**config.mk**
```make
export PLATFORM = sky130hd
export DESIGN_NAME = filter_buffer_ctrl_flat
export DESIGN_NICKNAME = d
export VERILOG_FILES = /design/src/rtl/filter_buffer_ctrl_if.sv /design/src/rtl/filter_buffer_ctrl.sv /design/src/flat_wrapper.sv
export SDC_FILE = /design/constraint.sdc
export NUM_CORES = 1
export LEC_CHECK = 0
export ABC_AREA = 1
export CAP_MARGIN = 0
export CORE_ASPECT_RATIO = 1.25
export CORE_MARGIN = 2
export CORE_UTILIZATION = 55
export DETAILED_ROUTE_END_ITERATION = 10
export PLACE_DENSITY = 0.77
export SLEW_MARGIN = 0
export SYNTH_ARGS = -nofsm -noshare
export SYNTH_HDL_FRONTEND = slang
export SYNTH_SLANG_ARGS = --single-unit
export TNS_END_PERCENT = 20
```
**constraint.sdc**
```tcl
create_clock -name clk -period 5.87 [get_ports clk]
set_input_delay 1.174 -clock clk [delete_from_list [all_inputs] [get_ports clk]]
set_output_delay 1.174 -clock clk [all_outputs]
set_load 0.01 [all_outputs]
```
**src/rtl/filter_buffer_ctrl_if.sv**
```systemverilog
// filter_buffer_ctrl_if: loader handshake, buffer control and conv-engine
// handshake bundle for filter_buffer_ctrl.
// master = the sequencer side, slave = loader/buffer/conv-engine side.
interface filter_buffer_ctrl_if;
  // Loader stream handshake
  logic        in_valid;
  logic        in_ready;

  // Filter/bias buffer control
  logic        buf_read;
  logic        buf_bias_or_filter;
  logic [15:0] buf_index_buffer;
  logic [15:0] buf_index_bias;
  logic        buf_finish;

  // Conv engine handshake
  logic        next;
  logic        filter_valid;
  logic        done;

  modport master (
    input  in_valid,
    input  buf_finish,
    input  next,
    output in_ready,
    output buf_read,
    output buf_bias_or_filter,
    output buf_index_buffer,
    output buf_index_bias,
    output filter_valid,
    output done
  );

  modport slave (
    output in_valid,
    output buf_finish,
    output next,
    input  in_ready,
    input  buf_read,
    input  buf_bias_or_filter,
    input  buf_index_buffer,
    input  buf_index_bias,
    input  filter_valid,
    input  done
  );
endinterface

```
**src/rtl/filter_buffer_ctrl.sv**
```systemverilog
// filter_buffer_ctrl: sequencer for the 5x5 filter/bias buffer.
// Loads one bias vector followed by in_ch*out_ch filters from the loader
// stream, then serves filters in convolution order (input channel inner,
// output channel outer), one step per `next` pulse.
// Optional feature: define FBC_TIMEOUT_EN to bound the wait for buf_finish
// to TIMEOUT cycles, after which err is raised and the load is abandoned.
module filter_buffer_ctrl #(
  parameter int unsigned NUM_FILTERS = 1920,
  parameter int unsigned NUM_BIAS    = 120,
  parameter int unsigned TIMEOUT     = 16
) (
  input  logic                clk,
  input  logic                rst_n,
  input  logic                start,
  input  logic [7:0]          cfg_in_ch,
  input  logic [7:0]          cfg_out_ch,
  output logic                err,
  filter_buffer_ctrl_if.master bus
);

  localparam int unsigned CH_W  = 8;
  localparam int unsigned IDX_W = 16;
  localparam logic [IDX_W-1:0] MAX_FILTERS = IDX_W'(NUM_FILTERS);
  localparam logic [IDX_W-1:0] MAX_BIAS    = IDX_W'(NUM_BIAS);

  // Parameter sanity: depths must fit the 16-bit indices / 8-bit channel counts
  if (NUM_FILTERS == 0 || NUM_FILTERS > 65535 || NUM_BIAS == 0 || NUM_BIAS > 255 ||
      TIMEOUT == 0) begin : g_param_check
    $error("filter_buffer_ctrl: parameter out of range");
  end

  typedef enum logic [2:0] {
    S_IDLE,
    S_WAIT_IN,
    S_STROBE,
    S_HOLD,
    S_DROP,
    S_SERVE
  } state_t;

  state_t           state;
  logic             phase_filter;
  logic [CH_W-1:0]  in_ch;
  logic [CH_W-1:0]  out_ch;
  logic [CH_W-1:0]  ic;
  logic [CH_W-1:0]  oc;
  logic [IDX_W-1:0] fidx;
  logic [IDX_W-1:0] last_idx;

  logic             buf_read;
  logic             in_ready;
  logic             bias_or_filter;
  logic [IDX_W-1:0] index_buffer;
  logic [IDX_W-1:0] index_bias;
  logic             filter_valid;
  logic             done;

`ifdef FBC_TIMEOUT_EN
  localparam int unsigned HOLD_W = $clog2(TIMEOUT + 1);
  localparam logic [HOLD_W-1:0] HOLD_LAST = HOLD_W'(TIMEOUT - 1);
  logic [HOLD_W-1:0] hold_cnt;
`endif

  logic [IDX_W-1:0] cfg_prod_c;
  logic             cfg_bad_c;
  logic             in_last_c;
  logic             out_last_c;

  // Configuration check at start: total filters and bias count must fit the buffer
  assign cfg_prod_c = IDX_W'(cfg_in_ch) * IDX_W'(cfg_out_ch);
  assign cfg_bad_c  = (cfg_in_ch == '0) || (cfg_out_ch == '0) ||
                      (IDX_W'(cfg_out_ch) > MAX_BIAS) || (cfg_prod_c > MAX_FILTERS);

  // Serve-order wrap detection for the channel counters
  assign in_last_c  = (ic == (in_ch - CH_W'(1)));
  assign out_last_c = (oc == (out_ch - CH_W'(1)));

  // Sequencer: state, counters and registered outputs
  always_ff @(posedge clk) begin
    if (!rst_n) begin
      state          <= S_IDLE;
      phase_filter   <= 1'b0;
      in_ch          <= '0;
      out_ch         <= '0;
      ic             <= '0;
      oc             <= '0;
      fidx           <= '0;
      last_idx       <= '0;
      buf_read       <= 1'b0;
      in_ready       <= 1'b0;
      bias_or_filter <= 1'b0;
      index_buffer   <= '0;
      index_bias     <= '0;
      filter_valid   <= 1'b0;
      done           <= 1'b0;
      err            <= 1'b0;
`ifdef FBC_TIMEOUT_EN
      hold_cnt       <= '0;
`endif
    end else begin
      in_ready <= 1'b0;
      done     <= 1'b0;

      unique case (state)
        S_IDLE: begin
          if (start) begin
            if (cfg_bad_c) begin
              err <= 1'b1;
            end else begin
              err            <= 1'b0;
              in_ch          <= cfg_in_ch;
              out_ch         <= cfg_out_ch;
              last_idx       <= cfg_prod_c - IDX_W'(1);
              ic             <= '0;
              oc             <= '0;
              fidx           <= '0;
              phase_filter   <= 1'b0;
              bias_or_filter <= 1'b0;
              index_buffer   <= '0;
              index_bias     <= '0;
              state          <= S_WAIT_IN;
            end
          end
        end

        S_WAIT_IN: begin
          if (bus.in_valid) begin
            buf_read <= 1'b1;
            state    <= S_STROBE;
          end
        end

        // Bias writes complete in one strobe; filter writes wait for buf_finish
        S_STROBE: begin
          if (phase_filter) begin
            state <= S_HOLD;
`ifdef FBC_TIMEOUT_EN
            hold_cnt <= '0;
`endif
          end else begin
            buf_read <= 1'b0;
            in_ready <= 1'b1;
            state    <= S_DROP;
          end
        end

        S_HOLD: begin
          if (bus.buf_finish) begin
            buf_read <= 1'b0;
            in_ready <= 1'b1;
            state    <= S_DROP;
          end
`ifdef FBC_TIMEOUT_EN
          else if (hold_cnt == HOLD_LAST) begin
            err      <= 1'b1;
            buf_read <= 1'b0;
            state    <= S_IDLE;
          end else begin
            hold_cnt <= hold_cnt + HOLD_W'(1);
          end
`endif
        end

        S_DROP: begin
          if (!phase_filter) begin
            phase_filter   <= 1'b1;
            bias_or_filter <= 1'b1;
            state          <= S_WAIT_IN;
          end else if (fidx == last_idx) begin
            fidx         <= '0;
            ic           <= '0;
            oc           <= '0;
            index_buffer <= '0;
            index_bias   <= '0;
            filter_valid <= 1'b1;
            state        <= S_SERVE;
          end else begin
            fidx         <= fidx + IDX_W'(1);
            index_buffer <= fidx + IDX_W'(1);
            state        <= S_WAIT_IN;
          end
        end

        // Filter index runs as an accumulator; bias index follows oc
        S_SERVE: begin
          if (bus.next) begin
            if (in_last_c) begin
              ic <= '0;
              if (out_last_c) begin
                done         <= 1'b1;
                filter_valid <= 1'b0;
                index_buffer <= '0;
                index_bias   <= '0;
                state        <= S_IDLE;
              end else begin
                oc           <= oc + CH_W'(1);
                index_bias   <= IDX_W'(oc) + IDX_W'(1);
                index_buffer <= index_buffer + IDX_W'(1);
              end
            end else begin
              ic           <= ic + CH_W'(1);
              index_buffer <= index_buffer + IDX_W'(1);
            end
          end
        end

        default: begin
          state <= S_IDLE;
        end
      endcase
    end
  end

  // Drive the interface from the registered outputs
  assign bus.in_ready           = in_ready;
  assign bus.buf_read           = buf_read;
  assign bus.buf_bias_or_filter = bias_or_filter;
  assign bus.buf_index_buffer   = index_buffer;
  assign bus.buf_index_bias     = index_bias;
  assign bus.filter_valid       = filter_valid;
  assign bus.done               = done;

endmodule
```
**src/flat_wrapper.sv**
```systemverilog
// flat-port wrapper written by rule: the top's interface ports become plain ports
module filter_buffer_ctrl_flat 
#(
  parameter int unsigned NUM_FILTERS = 1920,
  parameter int unsigned NUM_BIAS    = 120,
  parameter int unsigned TIMEOUT     = 16
)
  (clk, rst_n, start, cfg_in_ch, cfg_out_ch, err, bus_in_valid, bus_buf_finish, bus_next, bus_in_ready, bus_buf_read, bus_buf_bias_or_filter, bus_buf_index_buffer, bus_buf_index_bias, bus_filter_valid, bus_done);
  filter_buffer_ctrl_if bus_i ();
  input  logic clk;
  input  logic rst_n;
  input  logic start;
  input  logic [7:0] cfg_in_ch;
  input  logic [7:0] cfg_out_ch;
  output logic err;
  input wire logic [$bits(bus_i.in_valid)-1:0] bus_in_valid;
  input wire logic [$bits(bus_i.buf_finish)-1:0] bus_buf_finish;
  input wire logic [$bits(bus_i.next)-1:0] bus_next;
  output wire logic [$bits(bus_i.in_ready)-1:0] bus_in_ready;
  output wire logic [$bits(bus_i.buf_read)-1:0] bus_buf_read;
  output wire logic [$bits(bus_i.buf_bias_or_filter)-1:0] bus_buf_bias_or_filter;
  output wire logic [$bits(bus_i.buf_index_buffer)-1:0] bus_buf_index_buffer;
  output wire logic [$bits(bus_i.buf_index_bias)-1:0] bus_buf_index_bias;
  output wire logic [$bits(bus_i.filter_valid)-1:0] bus_filter_valid;
  output wire logic [$bits(bus_i.done)-1:0] bus_done;
  assign bus_i.in_valid = bus_in_valid;
  assign bus_i.buf_finish = bus_buf_finish;
  assign bus_i.next = bus_next;
  assign bus_in_ready = bus_i.in_ready;
  assign bus_buf_read = bus_i.buf_read;
  assign bus_buf_bias_or_filter = bus_i.buf_bias_or_filter;
  assign bus_buf_index_buffer = bus_i.buf_index_buffer;
  assign bus_buf_index_bias = bus_i.buf_index_bias;
  assign bus_filter_valid = bus_i.filter_valid;
  assign bus_done = bus_i.done;
  filter_buffer_ctrl #(.NUM_FILTERS(NUM_FILTERS), .NUM_BIAS(NUM_BIAS), .TIMEOUT(TIMEOUT)) u_core (.clk(clk), .rst_n(rst_n), .start(start), .cfg_in_ch(cfg_in_ch), .cfg_out_ch(cfg_out_ch), .err(err), .bus(bus_i));
endmodule
```
==> summary.md <==
| Metric | Value |
|---|---|
| Setup TNS | 0 ps |
| Clk slew on worst S/H paths | 70 ps |
| Maximum VDD drop | 226 µV |
| Main combinational cell family by area after synthesis | simple AND/OR/NAND/NOR gates |
| Worst slew margin | just over 60% |
| Grt ovf | 0 |
| Final ANT Viol Nets | 0 |
| Initial antenna violation count | 0 |
| Syn Area/Cell | between 6 and 7 µm² |
| Worst-Margin Slew | around 580 ps |
| R2R depth | 12 |
| Clk buf depth | 2 |
| Post-route DRC | 0 |
| Synthesized cell area | 0.00835 mm² |
| Crit-path max FO | 15 |
| Tcrit/Tclk final | around 95% |
| Routed vias | approximately 8000 |
| Worst path bufs/invs | 7 |
| Hold EP | u_core.out_ch[7] |
| Yosys reg bits | a little under 100 |
| Status | finished clean |
| Async SR Flop Fraction | 0% |
| Top FF cell, synth | dfxtp_1 |
| Final setup viols | 0 |
| Synth Warn # | 0 |
| Setup slack, reg-to-reg | between 3000 and 4000 ps |
| Via/cell ratio | approximately 5.2 |
| Netlist cell types | 49 |
| Die Y | 142 µm |
| Synth Area in Compound Gates | between 10 and 15% |
| Pre-CTS WS | -380 ps |
| Worst r2r src | u_core.out_ch[0] |
| Row Count | 50 |
| Share of cells above drive strength 1 | under 10% |
| Synth Area in XOR/XNOR | 5.12% |
| Final Critical Period | approximately 5600 ps |
| Crit start category | input port |
| Max Clock Skew | 5.97 ps |
| Die X | roughly 110 µm |
| Final hold violations | 0 |
| CTS tree | yes |
| CTS H-tree lvls | 3 |
| Sequential share of the synthesized area | 23.7% |
| CTS Root Cell | clkbuf_16 |
| Commonest non-fill, non-tap cell in the layout | nand2_1 |
| Largest net degree at the start of global routing | 60 |
| Fmax | ~180 MHz |
| First-pass GRT wire length | about 33000 µm |
| I/O pins | 60 |
| Clock Sinks | 99 |
| GRT Util Overall | about a quarter |
| Design area | 0.00980 mm² |
| Clk_lat worst skew | ~340 ps |
| Hold path depth | 2 |
| Area of the die | 0.0162 mm² |
| Non-filler cells, final | approximately 1600 |
| DR iter-0 viols | 507 |
| PnR worst setup slack | roughly 280 ps |
| Critical path's slowest cell | fa_1 |
| TritonRoute pass-1 iters | 5 |
| Total CTS buffers | 9 |
| Worst Hold Class | reg2reg |
| Hold Crit Start | u_core.out_ch[7] |
| Leakage Power | around 5.0 nW |
| Max cap viols | 0 |
| Vias in the first global route | 7689 |
| FF-to-FF End | u_core.bus.buf_index_buffer[9] |
| CP delay by family, top | adder cells |
| Simple-gate portion of the synthesized area | a little under a third |
| Mux cell area share after synthesis | 0% |
| Most frequent cells in the layout | 331 x nand2_1, 211 x inv_1, 124 x nor2_1 |
| Initial Util | about 56% |
| WP data required | around 6000 ps |
| Routed Wire Length | approximately 19000 µm |
| Setup CP Type | in2reg |
| WL/cell | ~12 µm |
| Dpl hpwl | approximately 15000 µm |
| Layout Nets | about 1500 |
| Final Max Slew Viols | 0 |
| Port Buffers | 52 |
| Crit path capture type | flop |
| EDFF count, synth | 0 |
| RSZ-0062 raised after global routing | yes |
| Adder-cell share of the synthesized area | between 10% and 20% |
| Mapped Cells | around 1300 |
| Total placed instance area | around 0.0094 mm² |
| Crit path DAT | between 5000 and 6000 ps |
| CORE AREA | around 0.015 mm² |
| Inst Count DP | roughly 1500 |
| Routability cong. | around 0.89 |
| Crit path largest cell delay | roughly 560 ps |
| Ant diodes | 0 |
| Area Growth Syn to Fin | 17.4% |
| Power Density | 323 mW/mm² |
-- synth_stat cells, drive strengths merged, types with 7 or more instances --
library cell | count | area share (%)
nand2 | 342 | 16
inv | 223 | 10
nor2 | 136 | 6.9
dfxtp | 99 | 24
o21ai | 79 | 4.7
a21oi | 77 | 4.9
nand3 | 73 | 4.4
ha | 43 | 6.4
buf | 36 | 2.6
fa | 36 | 8.6
xor2 | 30 | 3.1
nor3 | 20 | 1.3
xnor2 | 18 | 2.0
nand4 | 17 | 1.3
clkbuf | 14 | 0.64
nand3b | 7 | 0.63
-- power breakdown --
group | total (mW) | internal (mW) | switching [mW]
logic | 1.74 | 0.725 | 1.01
clock network | 0.629 | 0.375 | 0.254
registers | 0.804 | 0.740 | 0.0637
-- worst register-to-register path, stage by stage, from the launching register on --
cell     delay, ps
dfxtp_1        320
inv_1           80
ha_1           300
or2_2          100
nand4_1         70
nor3_1         180
nand4_1        130
nor2_2         340
nand2_2        200
nand2_1        400
o21ai_0        170
nand2_1         80
a21oi_1         50
-- cell families (layout without fill, tap and decap cells) --
logic type | after synthesis | in the layout
compound gates | 169 | 169
xor+xnor | 48 | 48
flops | 99 | 99
buf+inv | 274 | 359
simple gates | 613 | 613
fa+ha+maj | 79 | 79
other cells | 1 | 7
-- flip-flops by register name (all words and copies together), names as in the netlist --
signal and flops:
u_core.phase_filter 1, u_core.bus.buf_bias_or_filter 1, u_core.out_ch 8, u_core.oc 8, u_core.bus.buf_index_bias 9, u_core.bus.buf_read 1
u_core.bus.done 1, u_core.in_ch 8, u_core.bus.buf_index_buffer 16, u_core.state 3, u_core.last_idx 16, u_core.bus.in_ready 1
u_core.err 1, u_core.bus.filter_valid 1, u_core.ic 8, u_core.fidx 16
-- worst max-delay path by stage --
| stage | to | slack (ps) | cells after the start | start |
|---|---|---|---|---|
| final | u_core.fidx[4] | 280 | 25 | cfg_in_ch[7] |
| after global routing | u_core.oc[1] | -30 | 26 | cfg_in_ch[0] |
| after CTS | u_core.last_idx[6] | 50 | 24 | cfg_out_ch[7] |
| after detailed placement | u_core.oc[0] | -380 | 25 | cfg_out_ch[3] |
| after global placement | u_core.oc[7] | -270 | 24 | cfg_out_ch[3] |
| after floorplan | u_core.fidx[11] | 290 | 28 | cfg_out_ch[7] |
-- per-layer routing --
metal | GRT usage [%] | vias up | part of all wire [%]
met5 | 0 | - | 0
met4 | 10.2 | 0 | 2.8
met3 | 1.92 | 41 | 3.4
met2 | 44.5 | 179 | 51
met1 | 30.5 | 3649 | 43
li1 | - | 4153 | -
-- through the flow --
step / hold WS (ps) / util (%) / power, mW
final: 455 / 65.8 / 3.17
after global placement: 438 / 63.0 / 2.48
after detailed placement: 450 / 63.0 / 2.51
after global routing: 483 / 65.8 / 3.45
after floorplan: 430 / - / 1.99
after CTS: 460 / 65.1 / 3.15
-- area by class of cell --
| type | instances | area, µm² |
|---|---|---|
| clock buffer | 12 | 236 |
| clock inverter | 4 | 73.8 |
| fill | 1329 | 5090 |
| inverter | 224 | 848 |
| multi-input combinational | 916 | 5330 |
| sequential | 99 | 1980 |
| tap | 182 | 228 |
| timing repair buffer | 119 | 1110 |
-- repair_timing --
item                       CTS  global route
buffers inserted             0             1
gates resized for setup      2            29
setup endpoints to repair    4            95
pin swaps                    0             3
hold buffers                 0             0
Power figures use the tool's default switching activity.
